--- src/rtl/regfile_mov_sequencer.sv ---
// regfile_mov_sequencer: issues MOV instructions to an 8xDW regfile.
// One instruction per start handshake; imm and shifted-register forms.
module regfile_mov_sequencer #(
  parameter int DW = 16
) (
  input  logic          clk,
  input  logic          reset_n,
  input  logic          s,
  input  logic [15:0]   in,
  input  logic [DW-1:0] data_out,
  output logic [2:0]    readnum,
  output logic [2:0]    writenum,
  output logic          write,
  output logic [DW-1:0] data_in,
  output logic          w,
  output logic          done,
  output logic          err
);

  typedef enum logic [2:0] {
    S_WAIT,
    S_DECODE,
    S_WRITE_IMM,
    S_READ_RM,
    S_WRITE_RD
  } state_t;

  state_t r_state;
  state_t w_nxt;

  logic [15:0]   r_ir;
  logic [DW-1:0] r_tmp;
  logic          r_done;
  logic          r_err;

  logic          w_done_set;
  logic          w_err_set;
  logic [2:0]    w_opc;
  logic [1:0]    w_op;
  logic [2:0]    w_rn;
  logic [2:0]    w_rd;
  logic [1:0]    w_sh;
  logic [2:0]    w_rm;
  logic [DW-1:0] w_sext;
  logic [DW-1:0] w_shift;
  logic          w_is_imm;
  logic          w_is_reg;

  assign w_opc = r_ir[15:13];
  assign w_op  = r_ir[12:11];
  assign w_rn  = r_ir[10:8];
  assign w_rd  = r_ir[7:5];
  assign w_sh  = r_ir[4:3];
  assign w_rm  = r_ir[2:0];

  assign w_sext   = DW'(signed'(r_ir[7:0]));
  assign w_is_imm = (w_opc == 3'b110) && (w_op == 2'b10);
  assign w_is_reg = (w_opc == 3'b110) && (w_op == 2'b00);

  assign w    = (r_state == S_WAIT);
  assign done = r_done;
  assign err  = r_err;

  // Shifter applied to the Rm read before it lands in TMP.
  always_comb begin
    w_shift = data_out;
    unique case (w_sh)
      2'b01:   w_shift = {data_out[DW-2:0], 1'b0};
      2'b10:   w_shift = {1'b0, data_out[DW-1:1]};
      2'b11:   w_shift = {data_out[DW-1], data_out[DW-1:1]};
      default: w_shift = data_out;
    endcase
  end

  // Next state and Moore regfile controls.
  always_comb begin
    w_nxt      = r_state;
    w_done_set = 1'b0;
    w_err_set  = 1'b0;
    readnum    = 3'd0;
    writenum   = 3'd0;
    write      = 1'b0;
    data_in    = '0;
    unique case (r_state)
      S_WAIT: begin
        if (s) w_nxt = S_DECODE;
      end
      S_DECODE: begin
        if (w_is_imm) begin
          w_nxt = S_WRITE_IMM;
        end else if (w_is_reg) begin
          w_nxt = S_READ_RM;
        end else begin
          w_nxt     = S_WAIT;
          w_err_set = 1'b1;
        end
      end
      S_WRITE_IMM: begin
        write      = 1'b1;
        writenum   = w_rn;
        data_in    = w_sext;
        w_nxt      = S_WAIT;
        w_done_set = 1'b1;
      end
      S_READ_RM: begin
        readnum = w_rm;
        w_nxt   = S_WRITE_RD;
      end
      S_WRITE_RD: begin
        write      = 1'b1;
        writenum   = w_rd;
        data_in    = r_tmp;
        w_nxt      = S_WAIT;
        w_done_set = 1'b1;
      end
      default: w_nxt = S_WAIT;
    endcase
  end

  // State, instruction, operand and status-pulse registers.
  always_ff @(posedge clk or negedge reset_n) begin
    if (!reset_n) begin
      r_state <= S_WAIT;
      r_ir    <= '0;
      r_tmp   <= '0;
      r_done  <= 1'b0;
      r_err   <= 1'b0;
    end else begin
      r_state <= w_nxt;
      r_done  <= w_done_set;
      r_err   <= w_err_set;
      if (r_state == S_WAIT && s) r_ir <= in;
      if (r_state == S_READ_RM) r_tmp <= w_shift;
    end
  end

endmodule

--- config.mk ---
export PLATFORM = sky130hd
export DESIGN_NAME = regfile_mov_sequencer
export DESIGN_NICKNAME = d
export VERILOG_FILES = /design/src/rtl/regfile_mov_sequencer.sv
export SDC_FILE = /design/constraint.sdc
export NUM_CORES = 1
export LEC_CHECK = 0
export CAP_MARGIN = 20
export CORE_UTILIZATION = 46
export CTS_BUF_LIST = sky130_fd_sc_hd__clkbuf_8
export CTS_CLUSTER_DIAMETER = 100
export CTS_CLUSTER_SIZE = 12
export DETAILED_ROUTE_END_ITERATION = 7
export DONT_BUFFER_PORTS = 1
export GPL_TIMING_DRIVEN = 0
export PLACE_DENSITY_LB_ADDON = 0.2
export SKIP_LAST_GASP = 1
export SYNTH_ARGS = -nofsm -noshare
export SYNTH_HDL_FRONTEND = slang
export SYNTH_SLANG_ARGS = --single-unit
--- constraint.sdc ---
create_clock -name clk -period 2.3 [get_ports clk]
set_input_delay 0.23 -clock clk [delete_from_list [all_inputs] [get_ports clk]]
set_output_delay 0.23 -clock clk [all_outputs]
set_load 0.1 [all_outputs]
After elaboration in Yosys (flattened, before gate mapping)
Index checks and enable logic that the tools add are counted.
Operators by class
  muxes and demuxes: 12
  reductions and logical operators: 6
  equal/unequal tests: 10
Operators with widths (count)
  $pmux W16 S3: 1
  $pmux W16 S2: 1
  $pmux W3 S3: 1
  $eq A2 B2 Y1 const B: 3
  $eq A3 B2 Y1 const B: 2
  $eq A3 B3 Y1 const B: 2
  $mux W3: 2
  $pmux W3 S2: 1
  $mux W1: 4
  $mux W2: 2
  $eq A3 B1 Y1 const B: 1
  $logic_and A1 B1 Y1: 3
  $logic_not A3 Y1: 1
  $eq A2 B1 Y1 const B: 1
  $logic_not A2 Y1: 1
  $ne A2 B2 Y1 const B: 1
  $reduce_or A2 Y1: 1
Storage, ports and cells
  logic and storage cells: 33
  output and inout port bits: 26
  flip-flop bits (word level): 37
  bits of input ports: 35

Logic depth before layout (Yosys ltp)
  word-level depth: 5
  mapped depth: 5
  mapped depth without buffers: 4

Least setup slack after synthesis
OpenSTA, ideal clock, no wires.
  path type: reg-to-output
  start: register r_state[0]
  end: output port w
  stages on the path, launching flop included: 3
  data arrival time: 2.574 ns
  required time: 2.070 ns
  slack: -0.504 ns
  buffers on the path: 1
  cell sequence: dfrtp_1 > buf_6 > nor3_1
On the way
  cells in the longest elaborated chain, start to end: 1
Ends and longest elaborated chain
  start, declared: RTL line 28  | state_t r_state;
  start signal, assigned: RTL line 129  | r_state <= w_nxt;
  $logic_not A3 Y1: RTL line 60  | assign w = (r_state == S_WAIT);
  end, declared: RTL line 15  | output logic w,
Every way passes these cells.

Worst setup path after layout
  start: register r_state[1]
  end: output port data_in[4]
On the way
  cells in the longest elaborated chain, start to end: 2
  elaborated cells on any way between the ends: 3
  classes of those cells: eq/ne: 2; mux: 1
Ends and longest elaborated chain
  $eq A3 B3 Y1 or $eq A3 B2 Y1 (tied branches): RTL line 84  | unique case (r_state)
  $pmux W16 S2 (*): RTL line 84
  end, declared: RTL line 14  | output logic [DW-1:0] data_in,
Mark *: on every way between the ends. The rest lies on a longest branch, timed or not.

==> flow_summary.ini <==
[outcome]
status = complete, no violations

[clocking]
clock_latency_ps = 290
ctsHtreeMaxLevel = 2
cts.sinks = 37
cts_tree = done
root_buffer = clkbuf_8
cts_max_path_buffers = 2
clk_pin_slew_ps = 70
tritoncts.num_buffers = 5
cts_setup_buffers = 0

[global_route]
global_route.usage.total_pct = 21.0
grt_antenna_before_repair = 0
grt_pass1_vias = 1452
grt_max_degree = 38
overflow = 0
grt_pass1_wl_um = 6950

[yosys]
synth-seq-area-share_pct = 46.3
avgSynthCellArea_sq_um = 11.0
synthCells = 182
syn_nets = 217
synth.cell_area_sq_um = 2000
synth_xor_area_share_pct = 0
synthSimpleGateAreaFrac_pct = 11.4
synth-compound-area-share_pct = 13.1
synth_top_family_by_area = multiplexers
synthMuxAreaShare_pct = 25.3
yosysUniqueCellTypes = 28
ys_seq_elements = 37
synth_fa_ha_area_share_pct = 0
ys_warn_count = 0

[detailed_routing]
drtIter0Drc = 97
vias_per_cell = 5.95
wl_um = 4470
antenna_left = 0
via_count = 1427
dr.pass1.iters = 4
routedWlPerCell_um = 18.6
drc = 0

[power]
p_leak_nw = 1.06
switching_share_pct = 35.4
power_density_nw_per_um2 = 910
p_sw_w = 0.000757
p_int_w = 0.00138
p_clk_share_pct = 20.8
power_w = 0.00214
power_frac_comb_pct = 31.1
vdd.ir_drop.worst_mv = 0.400
p_seq_share_pct = 48.1

[sta]
hold_viol = 0
fin_crit_ps = 2140
rsz0062_at_grt = false
slew_headroom_pct = 33.3
worst_slew_pin_slew_ps = 998
worst_clock_skew_ps = 3.00
post-route-period-util_pct = 93.2
setup_viol = 0
fmax_mhz = 466
timing.final.ws_setup_ps = 156
slew_viol_final = 0

[floorplanning]
coreArea_sq_um = 4090
die_area_sq_um = 4620
fp.dieW_um = 68.0
start_util_pct = 49.0
io_pins = 61
die_h_um = 68.0
std_cell_rows = 23

[setup_path]
rr_startpoint = r_state[0]$_DFFE_PN0P_
path_class = flip-flop to output port
crit_fanout = 10
r2r_end = r_ir[14]$_DFFE_PN0P_
reg2reg_depth = 4
crit_arrival_ps = 1910
end_kind = output port
start_kind = flip-flop
reg2reg_slack_ps = 480
critPathRequiredTime_ps = 2070

[hold_path]
hp-start = in[12]
hold_class = input pin to flip-flop
min_delay_path_depth = 2
holdPathEnd = r_ir[12]$_DFFE_PN0P_

[run]
maxCapViolations = 0

[place]
dp.cells = 232
dp_hpwl_um = 3170
post-place-ws_ps = -91.2
place_congestion = 0.750
port_buffers = 0

[finish]
final_cells = 240
layout.nets = 225
drive_above_1_share_pct = 37.9
diodes = 0
area_delta_synth_final_pct = 17.6
layout_common_cells = dfrtp_1 (35), mux2_2 (21), nand2_1 (17), o21ai_0 (16), mux2i_1 (15)
final_common_cell = dfrtp_1
stage by stage:
stage	TNS (ps)	util (%)	hold WS, ps	instance area [sq um]
global route	0	57.6	70.0	2350
finish	0	57.6	64.1	2350
CTS	-623	55.8	56.8	2280
global placement	-376	51.2	-64.6	2090
floorplan	-13.2	-	-65.6	2030
detailed placement	-674	51.4	-64.4	2100
area by class of cell:
class | instances | area [sq um]
fill | 363 | 1730
multi-input combinational | 129 | 1160
sequential | 37 | 928
clock buffer | 6 | 82.6
buffer | 12 | 65.1
tap | 50 | 62.6
timing repair buffer | 3 | 45.0
inverter | 2 | 7.51
clock inverter | 1 | 3.75
worst max-delay path, stage by stage, from the launching register on:
cell and delay (ps):
dfrtp_2 460, nor2b_1 230, clkbuf_2 260, a22oi_1 140, nor2_4 540
worst max-delay path by stage:
stage	depth (start not counted)	start	slack (ps)	to
5_1_grt	4	r_state[2]$_DFFE_PN0P_	10	data_in[4]
6_report	4	r_state[1]$_DFFE_PN0P_	160	data_in[4]
2_1_floorplan	3	r_state[0]$_DFFE_PN0P_	-10	writenum[2]
3_5_place_dp	4	r_state[2]$_DFFE_PN0P_	-90	data_in[0]
3_3_place_gp	3	r_state[0]$_DFFE_PN0P_	-110	writenum[2]
4_1_cts	4	r_state[1]$_DFFE_PN0P_	-70	data_in[14]
power groups by stage:
stage	Clock, W	Combinational (W)	Sequential, W
after floorplan	0	0.000545	0.000982
after global placement	0	0.000595	0.00101
after detailed placement	0	0.000619	0.00103
after CTS	0.000459	0.000657	0.00101
after global routing	0.000497	0.000732	0.00105
final	0.000446	0.000665	0.00103
timing repair:
item	CTS	global route
hold buffers	2	0
hold endpoints to repair	37	0
pin swaps	1	1
resized for setup	21	17
setup endpoints to repair	19	21
synth_stat cells:
library cell	count	area, sq um
a21o_1	9	67.6
a22oi_1	11	82.6
a31oi_1	1	6.26
and2_1	3	18.8
and2b_1	1	7.51
and3_1	1	6.26
and3b_1	1	8.76
buf_1	1	3.75
buf_2	2	10.0
buf_6	2	22.5
clkbuf_1	9	33.8
dfrtp_1	37	926
inv_1	2	7.51
mux2_2	21	236
mux2_4	8	120
mux2i_1	15	150
nand2_1	17	63.8
nand3_1	1	5.00
nand3b_1	1	7.51
nor2_1	13	48.8
nor2b_1	3	18.8
nor3_1	2	10.0
nor4b_4	1	23.8
nor4bb_1	1	10.0
o211ai_1	1	7.51
o21a_1	1	7.51
o21ai_0	16	80.1
o21ba_2	1	10.0
flip-flops by register name, indices dropped and copies added, names as in the netlist:
name / count
done: 1
err: 1
r_ir: 16
r_tmp: 16
r_state: 3
cell families (layout without fill, tap and decap cells):
| group | after synthesis | after routing |
|---|---|---|
| and+or+nand+nor | 45 | 45 |
| muxes | 44 | 44 |
| AOI/OAI and AO/OA | 40 | 40 |
| DFF | 37 | 37 |
| buffers and inverters | 16 | 24 |
layer usage:
layer | GRT usage (%) | routed length [um] | vias to the layer above
met5 | 0 | 0 | -
met4 | 10.2 | 78 | 0
met3 | 6.00 | 287 | 8
met2 | 33.1 | 2190 | 48
met1 | 26.2 | 1920 | 708
li1 | - | - | 663
(Power assumes the default switching activity.)
